$ cat config.mk
export PLATFORM = sky130hd
export DESIGN_NAME = muu_request_split_gen
export DESIGN_NICKNAME = d
export VERILOG_FILES = /design/src/rtl/muu_split_pkg.sv /design/src/rtl/muu_split_out_reg.sv /design/src/rtl/muu_request_split_gen.sv
export SDC_FILE = /design/constraint.sdc
export NUM_CORES = 2
export LEC_CHECK = 0
export BUFFER_PORTS_ARGS = -buffer_cell sky130_fd_sc_hd__buf_4
export CORE_AREA = 2 2 540 542
export CTS_CLUSTER_SIZE = 25
export DETAILED_ROUTE_END_ITERATION = 8
export DIE_AREA = 0 0 542 544
export HOLD_SLACK_MARGIN = 0.02
export PLACE_DENSITY = 0.3
export SETUP_SLACK_MARGIN = 0.2
export SLEW_MARGIN = 20
export SYNTH_ARGS = -nofsm -noshare
export SYNTH_HDL_FRONTEND = slang
export SYNTH_SLANG_ARGS = --single-unit
$ cat constraint.sdc
create_clock -name clk -period 2.7 [get_ports clk]
set_input_delay 0.405 -clock clk [delete_from_list [all_inputs] [get_ports clk]]
set_output_delay 0.405 -clock clk [all_outputs]
set_load 0.01 [all_outputs]
$ cat src/rtl/muu_split_pkg.sv
// muu_split_pkg: state encoding, request header layout, opcode and meta-word layout constants
package muu_split_pkg;
  typedef logic [2:0] state_t;
  localparam state_t IDLE = 3'd0, HDR2 = 3'd1, KEY = 3'd2, VALUE = 3'd3, DROP = 3'd4;
  localparam int OPC_LSB = 24, PEER_LSB = 16, LOAD_LSB = 32, KEYLEN_LSB = 48;
  localparam int OPC_W = 8, PEER_W = 8, LOAD_W = 16, KEYLEN_W = 8, HDR2_W = 48;
  localparam logic [OPC_W-1:0] OPC_GET = 8'h00, OPC_SET = 8'h01, OPC_DEL = 8'h02;
  localparam int META_FIXED_W = OPC_W + HDR2_W + PEER_W + KEYLEN_W + LOAD_W;
  function automatic logic [31:0] sat_inc(input logic [31:0] v);
    return v == '1 ? v : v + 32'd1;
  endfunction
endpackage

$ cat src/rtl/muu_split_out_reg.sv
// muu_split_out_reg: output holding register, cleared on valid&ready, a same-cycle load wins
module muu_split_out_reg #(
  parameter int W = 64
) (
  input  logic         clk,
  input  logic         rst,
  input  logic         load,
  input  logic         ready,
  input  logic [W-1:0] din,
  output logic         valid,
  output logic [W-1:0] dout
);
  always_ff @(posedge clk) begin
    if (rst) begin
      valid <= 1'b0;
      dout <= '0;
    end else if (load) begin
      valid <= 1'b1;
      dout <= din;
    end else if (ready) valid <= 1'b0;
  end
endmodule

$ cat src/rtl/muu_request_split_gen.sv
// muu_request_split_gen: request header/key/value splitter; MUU_SPLIT_BACKPRESSURE_EN stalls busy headers instead of dropping
module muu_request_split_gen
  import muu_split_pkg::*;
#(
  parameter int DATA_WIDTH = 512,
  parameter int NET_META_WIDTH = 64,
  parameter int USER_BITS = 3,
  parameter int MAX_KEY_WORDS = 4
) (
  input  logic                                         clk,
  input  logic                                         rst,
  input  logic [DATA_WIDTH+NET_META_WIDTH-1:0]         s_axis_tdata,
  input  logic                                         s_axis_tvalid,
  input  logic                                         s_axis_tlast,
  input  logic [USER_BITS-1:0]                         s_axis_tuserid,
  output logic                                         s_axis_tready,
  output logic [63:0]                                  key_data,
  output logic                                         key_valid,
  output logic                                         key_last,
  input  logic                                         key_ready,
  output logic [USER_BITS+NET_META_WIDTH+META_FIXED_W-1:0] meta_data,
  output logic                                         meta_valid,
  input  logic                                         meta_ready,
  output logic [DATA_WIDTH-1:0]                        value_data,
  output logic                                         value_valid,
  output logic                                         value_last,
  output logic [15:0]                                  value_length,
  input  logic                                         value_ready,
  input  logic                                         value_almost_full,
  output logic                                         err_pulse,
  output logic [31:0]                                  drop_count
);
  localparam int MW = USER_BITS + NET_META_WIDTH + META_FIXED_W;
  localparam logic [KEYLEN_W-1:0] MAX_KEY = KEYLEN_W'(MAX_KEY_WORDS);
  state_t state;
  logic [USER_BITS-1:0] userid;
  logic [OPC_W-1:0] opcode;
  logic [PEER_W-1:0] peerid;
  logic [KEYLEN_W-1:0] keylen, h_keylen;
  logic [LOAD_W-1:0] vallen, cnt, h_loadlen;
  logic [NET_META_WIDTH-1:0] net_meta;
  logic outready, ready_new, admissible, acc, last_cnt, end_pkt;
  logic [64:0] key_q;
  logic [DATA_WIDTH+16:0] val_q;
  assign h_keylen = s_axis_tdata[KEYLEN_LSB +: KEYLEN_W];
  assign h_loadlen = s_axis_tdata[LOAD_LSB +: LOAD_W];
  assign outready = meta_ready & key_ready & value_ready;
  assign ready_new = outready & ~value_almost_full;
  assign admissible = h_keylen <= MAX_KEY && h_loadlen >= LOAD_W'(h_keylen) && !s_axis_tlast;
`ifdef MUU_SPLIT_BACKPRESSURE_EN
  assign s_axis_tready = state == IDLE ? ready_new : state == DROP ? 1'b1 : outready;
`else
  assign s_axis_tready = state == IDLE || state == DROP ? 1'b1 : outready;
`endif
  assign acc = s_axis_tvalid & s_axis_tready;
  assign last_cnt = cnt == 16'd1;
  // end_pkt marks the beat the header says should carry tlast
  assign end_pkt = last_cnt & (state == VALUE | vallen == '0);
  muu_split_out_reg #(.W(65)) u_key (
    .clk(clk), .rst(rst), .ready(key_ready),
    .load(acc & (state == KEY | (state == HDR2 & keylen == '0 & vallen == '0))),
    .din(state == KEY ? {last_cnt | s_axis_tlast, s_axis_tdata[63:0]} : {1'b1, 64'd0}),
    .valid(key_valid), .dout(key_q)
  );
  muu_split_out_reg #(.W(MW)) u_meta (
    .clk(clk), .rst(rst), .ready(meta_ready), .load(acc & state == HDR2),
    .din({userid, opcode, s_axis_tdata[HDR2_W-1:0], peerid, keylen, vallen, net_meta}),
    .valid(meta_valid), .dout(meta_data)
  );
  muu_split_out_reg #(.W(DATA_WIDTH + 17)) u_val (
    .clk(clk), .rst(rst), .ready(value_ready), .load(acc & state == VALUE),
    .din({last_cnt | s_axis_tlast, vallen, s_axis_tdata[DATA_WIDTH-1:0]}),
    .valid(value_valid), .dout(val_q)
  );
  assign key_data = key_q[63:0];
  assign key_last = key_valid & key_q[64];
  assign value_data = val_q[DATA_WIDTH-1:0];
  assign value_length = val_q[DATA_WIDTH +: 16];
  assign value_last = value_valid & val_q[DATA_WIDTH+16];
  always_ff @(posedge clk) begin
    if (rst) begin
      state <= IDLE;
      err_pulse <= 1'b0;
      drop_count <= '0;
      cnt <= '0;
      userid <= '0;
      opcode <= '0;
      peerid <= '0;
      keylen <= '0;
      vallen <= '0;
      net_meta <= '0;
    end else begin
      err_pulse <= 1'b0;
      if (acc)
        case (state)
          IDLE:
            if (admissible && ready_new) begin
              userid <= s_axis_tuserid;
              opcode <= s_axis_tdata[OPC_LSB +: OPC_W];
              peerid <= s_axis_tdata[PEER_LSB +: PEER_W];
              keylen <= h_keylen;
              vallen <= h_loadlen - LOAD_W'(h_keylen);
              net_meta <= s_axis_tdata[DATA_WIDTH +: NET_META_WIDTH];
              state <= HDR2;
            end else begin
              drop_count <= sat_inc(drop_count);
              state <= s_axis_tlast ? IDLE : DROP;
            end
          HDR2:
            if (keylen == '0 && vallen == '0) begin
              err_pulse <= ~s_axis_tlast;
              state <= s_axis_tlast ? IDLE : DROP;
            end else begin
              cnt <= keylen == '0 ? vallen : LOAD_W'(keylen);
              state <= keylen == '0 ? VALUE : KEY;
            end
          KEY, VALUE: begin
            cnt <= cnt - 16'd1;
            if (last_cnt && !end_pkt && !s_axis_tlast) begin
              cnt <= vallen;
              state <= VALUE;
            end else if (end_pkt || s_axis_tlast) begin
              err_pulse <= !(end_pkt && s_axis_tlast);
              state <= end_pkt && !s_axis_tlast ? DROP : IDLE;
            end
          end
          default: if (s_axis_tlast) state <= IDLE;
        endcase
    end
  end
endmodule

==> run summary <==
In this run the power density over the cells is 553.5 nW/um^2. After synthesis, the cell types taking the most area are dfxtp_1 49%, nand2_1 16%, buf_4 12%. Yosys mapped a number of flops with a built-in enable equal to 0. At the pin with the least slew margin, the transition time is 0.8505 ns. The number of unique standard cell types used by synthesis was 57; the standard cell core area was 289400 sq um.

Data on the critical path is required at its endpoint by 3.45 ns. The logs give 3 for the CTS H-tree depth and 0 for the final setup violation count. The tightest min-delay check is of the input port to register type. STA classifies the critical path endpoint as a register. The signal on the critical path passes through dlygate4sd3_1 -> buf_4 -> fa_1 -> nand2b_1 -> a21oi_2 -> o21ai_1 -> a31oi_4 -> and2_4 -> buf_12 -> buf_12 -> nand2_1 -> a21oi_1.

Once detailed placement completed, the half-perimeter wirelength came to 174900 microns. The clock sink total was 911; the static power due to leakage was 22.79 nW. The logs give 4678 for the synthesized netlist cell count and 13200 sq um for the combined area of the multi-input logic cells. Relative to the synthesized area, the layout overhead comes to 59.72%.

The number of nets in the synthesized netlist is 5278. The logs give 32443 for the fill cell instance count of the final layout and 125 for the number of buffers created by CTS. Clock-pin slew on the worst setup and hold paths: 0.06 ns.

The number of max-slew violations in the final report was 0. The fraction of the yosys area taken by sequential cells was 0.4946. Most common cell in the synthesized netlist: nand2_1. Using the TritonRoute via totals, the vias-per-cell ratio works out to 3.599. The register area was 18240 sq um; the post-synthesis area per instance was 7.882 sq um. The fraction of registers with async set or reset after synthesis came out at 0.

The worst setup path is launched from an input port. The vertical extent of the die works out to 544 microns. Max-cap violations in this run came to 0. The first global-routing pass estimated 298500 microns of wire. The post-synthesis register bit count was 911. The run gives 0.4131 GHz as the maximum frequency from static timing analysis.

Ranked by instance count, the synthesized netlist is headed by 1569 x nand2_1, 911 x dfxtp_1, 800 x a21oi_1. The tools report the remaining max-slew budget at the tightest pin as 0.4330. The detailed-route DRC error count was 0.

In this run the worst path has a maximum fanout of 38. The tools report the number of detailed-routing iterations run before antenna repair as 5. The dominant cell type by area after synthesis was dfxtp_1. The number of violations reported at the end of detailed-routing iteration 0 is 1825, and the die outline width is 542 microns. The boundary pin count is 1373, and the synthesized cell area is 36870 sq um.

Setup slack on the worst reg-to-reg path comes out at 0.32 ns. IR analysis of the VDD net gives a maximum drop of 0.5467 mV. Data arrives at the worst endpoint at 3.17 ns.

The worst hold margin is 0.2499 ns. Synthesis warning total: 0. The delay of the slowest cell on the worst path is 0.54 ns.

The logs give 0.1433 for the aggregate global-route resource usage and 0.1274 for the initial core utilization. Cell chosen for the clock root: clkbuf_16. The run gives 35888 as the number of global-route vias before repair.

Number of antenna violations at the first check in global routing: 35. For the final database, setup skew stands at 0.06824 ns. The run gives 0 as the final hold violation count.

For the count of vias placed by the detailed router, the log shows 36002. The run finished with clean final reports. The type of the worst setup path was input port to register. By instance count, the cell type seen most on the critical path is buf_12. The floorplan has 198 rows.

The power consumption is 32.59 mW. Final clock period utilization by the worst path: 0.8965. At the later pin of the worst-skew pair, clock insertion delay measures 0.87 ns. The proportion of layout cells with a drive suffix above 1 is 0.2972, and the net count reported at finish is 6683.

Among all flip-flop cells after synthesis, the most frequent one is dfxtp_1. The die area is 294800 sq um. On the critical path, the stage with the largest delay is an instance of dlygate4sd3_1.

TritonCTS built the clock tree. The average routed wire per standard cell works out to 22.24 microns. The final global-route overflow total was 0.

Setup repair after global routing could not meet its margin everywhere. Wires add up to 222500 microns. In this run the tool buffered the top-level ports with 1372 buffer cells. The worst path needs 2.420 ns of the cycle, external delays included. The count of nets left with antenna violations once routing finished came out at 0. The congestion estimate from routability-driven global placement came to 0.7971.

In this run the deepest clock path goes through 4 buffers. Entering global routing, the biggest net connects 139 pins. Share of Yosys cell area claimed by the top area cell type: 0.4946.
[worst max-delay path: cells and delay by family]
family / cells / cell delay [ns]
AO/OA/AOI/OAI: 4 / 0.72
buffers and inverters: 4 / 1.01
adder cells (fa/ha/maj): 1 / 0.43
AND/OR/NAND/NOR: 3 / 0.54
[cell families after synthesis]
family	Yosys count	synth area share
buffers and inverters	914	0.1541
xor gates and xnor gates	39	0.009264
adders and majority gates	13	0.004615
DFF	911	0.4946
muxes	5	0.001527
and+or+nand+nor	1852	0.1984
AOI/OAI and AO/OA	944	0.1375
[final cells by class]
| type | instances | area share |
|---|---|---|
| sequential | 911 | 0.3097 |
| antenna | 23 | 0.0009773 |
| tap | 3800 | 0.08074 |
| clock inverter | 41 | 0.007691 |
| multi-input combinational | 2853 | 0.2241 |
| clock buffer | 184 | 0.06236 |
| inverter | 18 | 0.001190 |
| timing repair buffer | 2174 | 0.3132 |
[where the power goes]
group          switching, mW  internal, mW
Sequential           0.00669          13.4
Combinational          0.912          1.25
Clock                   6.88          10.1
Total                   7.80          24.8
[through the flow]
step                        util  std cells  TNS, ns  instance area, sq um  setup WS (ns)
after global routing      0.2035       9999        0                 58880         0.1983
after CTS                 0.2029       9978        0                 58720         0.2244
after floorplan                -       4678        0                 37070         0.1307
after detailed placement  0.1684       9167   -37.64                 48720        -0.4001
final                     0.2035      10004        0                 58890         0.2795
after global placement    0.1684       9167   -31.67                 48720        -0.3395
[registers in the layout (all words and copies together), names as in the netlist]
register,cells
userid,3
net_meta,64
peerid,8
drop_count,32
vallen,16
u_val.dout,529
state,3
u_val.valid,1
cnt,16
u_meta.valid,1
keylen,8
u_key.dout,65
opcode,8
err_pulse,1
u_key.valid,1
u_meta.dout,155
[metal layers]
metal / up-vias / global-route usage / part of all wire / routed length (microns)
met5: - / 0 / 0.00047 / 104
met4: 18 / 0.04291 / 0.030 / 6724
met3: 241 / 0.05903 / 0.096 / 21440
met2: 1185 / 0.2297 / 0.45 / 100700
met1: 17078 / 0.1740 / 0.42 / 93550
li1: 17480 / - / - / -
[worst paths after layout]
kind | cells past startpoint | from | end
worst min register to register | 2 | net_meta[25] | u_meta.dout[25]
worst min-delay path | 6 | s_axis_tdata[41] | vallen[11]
worst max register to register | 7 | drop_count[11] | drop_count[31]
worst max-delay path | 12 | s_axis_tdata[49] | net_meta[60]
[cells in the final DEF, fill, tap and decap left out, types with 8 or more instances in the layout]
master,instances
nor3_1,29
buf_12,51
nor2b_1,8
and3_1,10
clkbuf_16,127
a21oi_1,799
xnor2_1,35
nor2_1,125
a211oi_1,8
dfxtp_1,908
nand4_1,17
dlygate4sd3_1,586
clkbuf_1,29
nand2_1,1568
clkinv_2,23
inv_1,17
buf_4,1534
nor4_1,11
ha_1,11
o21ai_0,22
a22oi_1,65
bufinv_16,8
diode_2,23
clkbuf_8,28
nand3_1,17
a221oi_1,11
[timing repair]
action / in CTS / in global routing
resized for setup: 2 / 22
endpoints found under the setup margin: 3 / 90
setup buffers: 0 / 3
pin swaps: 0 / 6
endpoints found under the hold margin: 730 / 0
hold buffers: 586 / 0
No activity file was read; power rests on OpenSTA's default activity.
